`config.mk`:
```
export PLATFORM = sky130hd
export DESIGN_NAME = avg_threshold_detector
export DESIGN_NICKNAME = d
export VERILOG_FILES = /design/src/rtl/avg_threshold_detector.sv
export SDC_FILE = /design/constraint.sdc
export NUM_CORES = 1
export LEC_CHECK = 0
export BUFFER_PORTS_ARGS = -buffer_cell sky130_fd_sc_hd__buf_4
export CORE_MARGIN = 5
export CORE_UTILIZATION = 30
export DETAILED_ROUTE_END_ITERATION = 16
export HOLD_SLACK_MARGIN = 0.03
export PLACE_DENSITY_LB_ADDON = 0.15
export SLEW_MARGIN = 40
export SYNTH_ARGS = -nofsm -noshare
export SYNTH_HDL_FRONTEND = slang
export SYNTH_SLANG_ARGS = --single-unit
export TNS_END_PERCENT = 5
```
`constraint.sdc`:
```
create_clock -name clk -period 2.9 [get_ports clk]
set_input_delay 0.145 -clock clk [delete_from_list [all_inputs] [get_ports clk]]
set_output_delay 0.145 -clock clk [all_outputs]
set_load 0.05 [all_outputs]
```
`src/rtl/avg_threshold_detector.sv`:
```
// Hysteresis threshold detector on strobed filtered samples: qualified alarm level,
// rise/fall event pulses, saturating rise counter and per-episode peak capture.
module avg_threshold_detector #(
    parameter int DATA_W   = 8,
    parameter int HOLD_CNT = 4,
    parameter int CNT_W    = 8
) (
    input  logic              clk,
    input  logic              rst,
    input  logic              in_valid,
    input  logic [DATA_W-1:0] in_data,
    input  logic [DATA_W-1:0] thr_hi,
    input  logic [DATA_W-1:0] thr_lo,
    input  logic              clear_cnt,
    output logic              alarm,
    output logic              rise_pulse,
    output logic              fall_pulse,
    output logic [CNT_W-1:0]  event_cnt,
    output logic [DATA_W-1:0] peak
);

    typedef enum logic [1:0] {
        ST_LOW    = 2'd0,
        ST_ARM_HI = 2'd1,
        ST_HIGH   = 2'd2,
        ST_ARM_LO = 2'd3
    } state_t;

    localparam logic [3:0]       HOLD_V  = 4'(HOLD_CNT);
    localparam logic [CNT_W-1:0] CNT_MAX = {CNT_W{1'b1}};

    state_t            state_r, state_nxt_s;
    logic [3:0]        qual_r, qual_nxt_s;
    logic              alarm_r, rise_r, fall_r;
    logic              rise_s, fall_s;
    logic [CNT_W-1:0]  event_cnt_r, cnt_base_s, cnt_nxt_s;
    logic [DATA_W-1:0] peak_r, peak_nxt_s;
    logic [DATA_W-1:0] eff_lo_s;
    logic              hi_q_s, lo_q_s;

    // Sample qualification; an inverted threshold pair collapses the low threshold onto thr_hi
    always_comb begin
        if (thr_lo < thr_hi) begin
            eff_lo_s = thr_lo;
        end else begin
            eff_lo_s = thr_hi;
        end
        hi_q_s = (in_data > thr_hi);
        lo_q_s = (in_data < eff_lo_s);
    end

    // Next-state logic and event detection, advanced only by valid samples
    always_comb begin
        state_nxt_s = state_r;
        qual_nxt_s  = qual_r;
        rise_s      = 1'b0;
        fall_s      = 1'b0;
        if (in_valid) begin
            case (state_r)
                ST_LOW: begin
                    if (hi_q_s) begin
                        if (HOLD_V == 4'd1) begin
                            state_nxt_s = ST_HIGH;
                            qual_nxt_s  = 4'd0;
                            rise_s      = 1'b1;
                        end else begin
                            state_nxt_s = ST_ARM_HI;
                            qual_nxt_s  = 4'd1;
                        end
                    end else begin
                        qual_nxt_s = 4'd0;
                    end
                end
                ST_ARM_HI: begin
                    if (!hi_q_s) begin
                        state_nxt_s = ST_LOW;
                        qual_nxt_s  = 4'd0;
                    end else if (qual_r + 4'd1 == HOLD_V) begin
                        state_nxt_s = ST_HIGH;
                        qual_nxt_s  = 4'd0;
                        rise_s      = 1'b1;
                    end else begin
                        qual_nxt_s = qual_r + 4'd1;
                    end
                end
                ST_HIGH: begin
                    if (lo_q_s) begin
                        if (HOLD_V == 4'd1) begin
                            state_nxt_s = ST_LOW;
                            qual_nxt_s  = 4'd0;
                            fall_s      = 1'b1;
                        end else begin
                            state_nxt_s = ST_ARM_LO;
                            qual_nxt_s  = 4'd1;
                        end
                    end else begin
                        qual_nxt_s = 4'd0;
                    end
                end
                ST_ARM_LO: begin
                    if (!lo_q_s) begin
                        state_nxt_s = ST_HIGH;
                        qual_nxt_s  = 4'd0;
                    end else if (qual_r + 4'd1 == HOLD_V) begin
                        state_nxt_s = ST_LOW;
                        qual_nxt_s  = 4'd0;
                        fall_s      = 1'b1;
                    end else begin
                        qual_nxt_s = qual_r + 4'd1;
                    end
                end
                default: begin
                    state_nxt_s = ST_LOW;
                    qual_nxt_s  = 4'd0;
                end
            endcase
        end else begin
            state_nxt_s = state_r;
        end
    end

    // Event counter (clear applied before the increment) and episode peak tracking
    always_comb begin
        if (clear_cnt) begin
            cnt_base_s = {CNT_W{1'b0}};
        end else begin
            cnt_base_s = event_cnt_r;
        end
        if (rise_s && (cnt_base_s != CNT_MAX)) begin
            cnt_nxt_s = cnt_base_s + {{(CNT_W-1){1'b0}}, 1'b1};
        end else begin
            cnt_nxt_s = cnt_base_s;
        end
        if (rise_s) begin
            peak_nxt_s = in_data;
        end else if (in_valid && ((state_r == ST_HIGH) || (state_r == ST_ARM_LO))
                     && (in_data > peak_r)) begin
            peak_nxt_s = in_data;
        end else begin
            peak_nxt_s = peak_r;
        end
    end

    // State and output registers
    always_ff @(posedge clk) begin
        if (rst) begin
            state_r     <= ST_LOW;
            qual_r      <= 4'd0;
            alarm_r     <= 1'b0;
            rise_r      <= 1'b0;
            fall_r      <= 1'b0;
            event_cnt_r <= {CNT_W{1'b0}};
            peak_r      <= {DATA_W{1'b0}};
        end else begin
            state_r     <= state_nxt_s;
            qual_r      <= qual_nxt_s;
            alarm_r     <= (state_nxt_s == ST_HIGH) || (state_nxt_s == ST_ARM_LO);
            rise_r      <= rise_s;
            fall_r      <= fall_s;
            event_cnt_r <= cnt_nxt_s;
            peak_r      <= peak_nxt_s;
        end
    end

    assign alarm      = alarm_r;
    assign rise_pulse = rise_r;
    assign fall_pulse = fall_r;
    assign event_cnt  = event_cnt_r;
    assign peak       = peak_r;

endmodule

```
==> summary.md <==
| Metric | Value |
|---|---|
| Status | finished clean |
| Largest net degree at the start of global routing | 27 |
| Pint | 0.0005614 W |
| Worst slew margin | 67.38% |
| LEAKAGE | 1.280 nW |
| Power density cells | 300.1 mW/mm^2 |
| Average wire per standard cell | 13.59 um |
| Starting DRT DRC Count | 33 |
| Period utilisation layout | 96.57% |
| Synthesis-stage register bit count | 25 |
| # hold bufs at CTS | 0 |
| Hold Path Origin | clear_cnt |
| First-pass GRT wire length | 8.073 mm |
| Sequential cell area | 500.5 um^2 |
| Pwr Total | 0.0007967 W |
| Area of the multi-input gates | 0.001461 mm^2 |
| Die height | 91.20 um |
| Initial Utilization | 30.98% |
| Post-synthesis sequential area ratio | 25.30% |
| Total Routing Usage GR | 11.59% |
| Final nets | 352 |
| Pins Over Slew Limit | 0 |
| Max Clk Rate | 357.1 MHz |
| CTS root buf | clkbuf_8 |
| DP HPWL | 4.000 mm |
| Clock Sinks | 25 |
| Final setup margin | 99.57 ps |
| Synth cell types | 41 |
| Final setup fails | 0 |
| CP startpoint | thr_hi[2] |
| Clock power frac | 26.7% |
| Worst Path Required | 3110 ps |
| FILL cells | 669 |
| Die footprint | 0.008317 mm^2 |
| Fin Clk Skew | 3.393 ps |
| Syn nets | 291 |
| Post-synth EDFFs | 0 |
| Placer Congestion | 0.8025 |
| Hold WS | 115.8 ps |
| Number of remaining DRC errors | 0 |
| CTS Buffer Depth | 2 |
| RSZ-0062 raised after global routing | true |
| CTS tree | yes |
| Vias in the first global route | 1809 |
| Place WS | -301.9 ps |
| Initial antenna violation count | 0 |
| Final ANT Viol Nets | 0 |
| Syn_area_per_cell | 8.601 um^2 |
| Ant diodes | 0 |
| R2R Path Start | qual_r[0] |
| CTS Buf Count | 3 |
| Clk slew on worst S/H paths | 90 ps |
| Mapped cell area | 0.001978 mm^2 |
| Routed Wire Length | 4.987 mm |
| Total iterations of the first detailed-routing run | 4 |
| Yosys warnings | 0 |
| Worst EP arrival | 3010 ps |
| Synth Instances | 230 |
| Combinational power share | 29.6% |
| CP endpoint kind | flop |
| Ys flop type | dfxtp_1 |
| Net Sw Power | 0.0002353 W |
| Core Footprint | 0.006386 mm^2 |
| Layout cells sized above 1 | 29.31% |
| GRT overflow | 0 |
| Area Overhead vs Synth | 34.22% |
| Fin crit period | 2800 ps |
| Crit Path Class | in2reg |
| H-tree depth | 1 |
| I/O Buffers | 46 |
| Ys async rst share | 0% |
| DR vias | 1814 |
| Worst Setup Start Kind | input pin |
| Average vias per placed instance | 4.943 |
| Max Cap Viol | 0 |
| Die X | 91.20 um |
| Worst-margin pin slew | 483.2 ps |
| Switching Share | 29.53% |
| Worst skew pair latency | 270 ps |
| Number of I/O pins | 47 |
| Min-delay worst type | in2reg |
| Register share of total power | 43.7% |
| Rows | 29 |
| Count of final hold-check violations | 0 |
| Max VDD drop | 0.1864 mV |
| Worst-path fanout max | 6 |
synth_stat cells, drive strengths merged, types with 4 or more instances:
library cell | n | share of area [%]
inv | 22 | 4.2
nor2 | 19 | 3.6
nand3 | 11 | 2.8
nand2b | 4 | 1.3
clkbuf | 4 | 0.76
a21oi | 14 | 4.1
a21o | 7 | 2.7
mux2i | 17 | 8.6
ha | 33 | 21
nor3 | 5 | 1.3
nor2b | 9 | 2.8
nand2 | 11 | 2.1
nand4 | 5 | 1.6
o21ai | 9 | 2.3
dfxtp | 25 | 25
xnor2 | 4 | 1.8
final cells by class:
type / count / area share (%)
Clock buffer: 3 / 1.555
Clock inverter: 1 / 0.1885
Inverter: 22 / 3.205
Multi-Input combinational cell: 178 / 55.04
Sequential cell: 25 / 18.85
Tap cell: 77 / 3.629
Timing Repair Buffer: 61 / 17.53
state kept, by name, indices dropped and copies added, names as in the netlist:
signal / cells
fall_pulse: 1
qual_r: 4
peak: 8
event_cnt: 8
rise_pulse: 1
alarm: 1
state_r: 2
stage by stage:
stage               cell area [um^2]  TNS (ps)  util, %  std cells
floorplan                       1984         0        -        230
global placement                2504     -1237    39.20        361
detailed placement              2504     -1501    39.20        361
CTS                             2550         0    39.93        365
global route                    2655    -106.9    41.58        367
finish                          2655         0    41.58        367
worst paths after layout:
path                                endpoint  slack, ps  depth (start not counted)
worst min-delay path            event_cnt[6]        120                          2
worst max register to register       peak[2]        590                         10
worst max-delay path               qual_r[0]        100                         17
worst min register to register    state_r[0]        530                          2
per-layer routing:
| metal | share of wire (%) | track usage, % |
|---|---|---|
| met2 | 48 | 19.77 |
| met5 | 0 | 0 |
| met4 | 0.76 | 2.934 |
| met3 | 4.5 | 2.231 |
| met1 | 47 | 14.98 |
repair_timing:
action,CTS,global route
gates resized for setup,0,19
hold endpoints to repair,0,0
endpoints found under the setup margin,0,5
buffers inserted,0,2
power groups by stage:
stage / Sequential (W) / Clock (W) / Combinational, W
CTS: 0.000348 / 0.000224 / 0.000208
floorplan: 0.000355 / 0 / 0.000121
global placement: 0.000356 / 0 / 0.000207
finish: 0.000348 / 0.000213 / 0.000236
detailed placement: 0.000356 / 0 / 0.000207
global route: 0.000348 / 0.000240 / 0.000263
worst max-delay path, stage by stage:
cell and delay (ps):
buf_4 120, inv_4 60, ha_4 200, a21o_1 160, a31oi_2 170, o211ai_2 130, a21oi_4 160, buf_6 130
mux2i_1 180, ha_1 260, a21o_1 190, a21oi_2 180, o221ai_4 150, o41ai_4 350, buf_4 200, nand3_2 70
a21oi_1 140
kinds of logic after synthesis:
kind of cell | after synthesis | share of synthesized area [%]
compound gates | 48 | 17.96
xor+xnor | 6 | 2.657
fa+ha+maj | 33 | 20.87
buf+inv | 27 | 5.186
flops | 25 | 25.30
mux | 17 | 8.602
simple gates | 74 | 19.42
layout by cell type (no fill, tap or decap), types with 2 or more instances in the layout:
master    count
buf_6         2
nor2_1       19
xor2_1        2
a21oi_2       4
a21o_1        7
nand3_2       2
clkbuf_8      3
o211ai_2      2
xnor2_1       4
buf_4        59
and4b_1       2
nand2b_1      4
inv_1        20
o21ai_0       5
nor2b_1       9
dfxtp_1      25
nand2_1      11
ha_1         31
a21oi_1       9
a311oi_1      2
nor3_2        2
nor3_1        3
o21ai_1       4
mux2i_1      17
ha_4          2
nand4_1       5
and4_1        2
nand3_1       9
o21a_1        3
No activity file was read; power rests on OpenSTA's default activity.
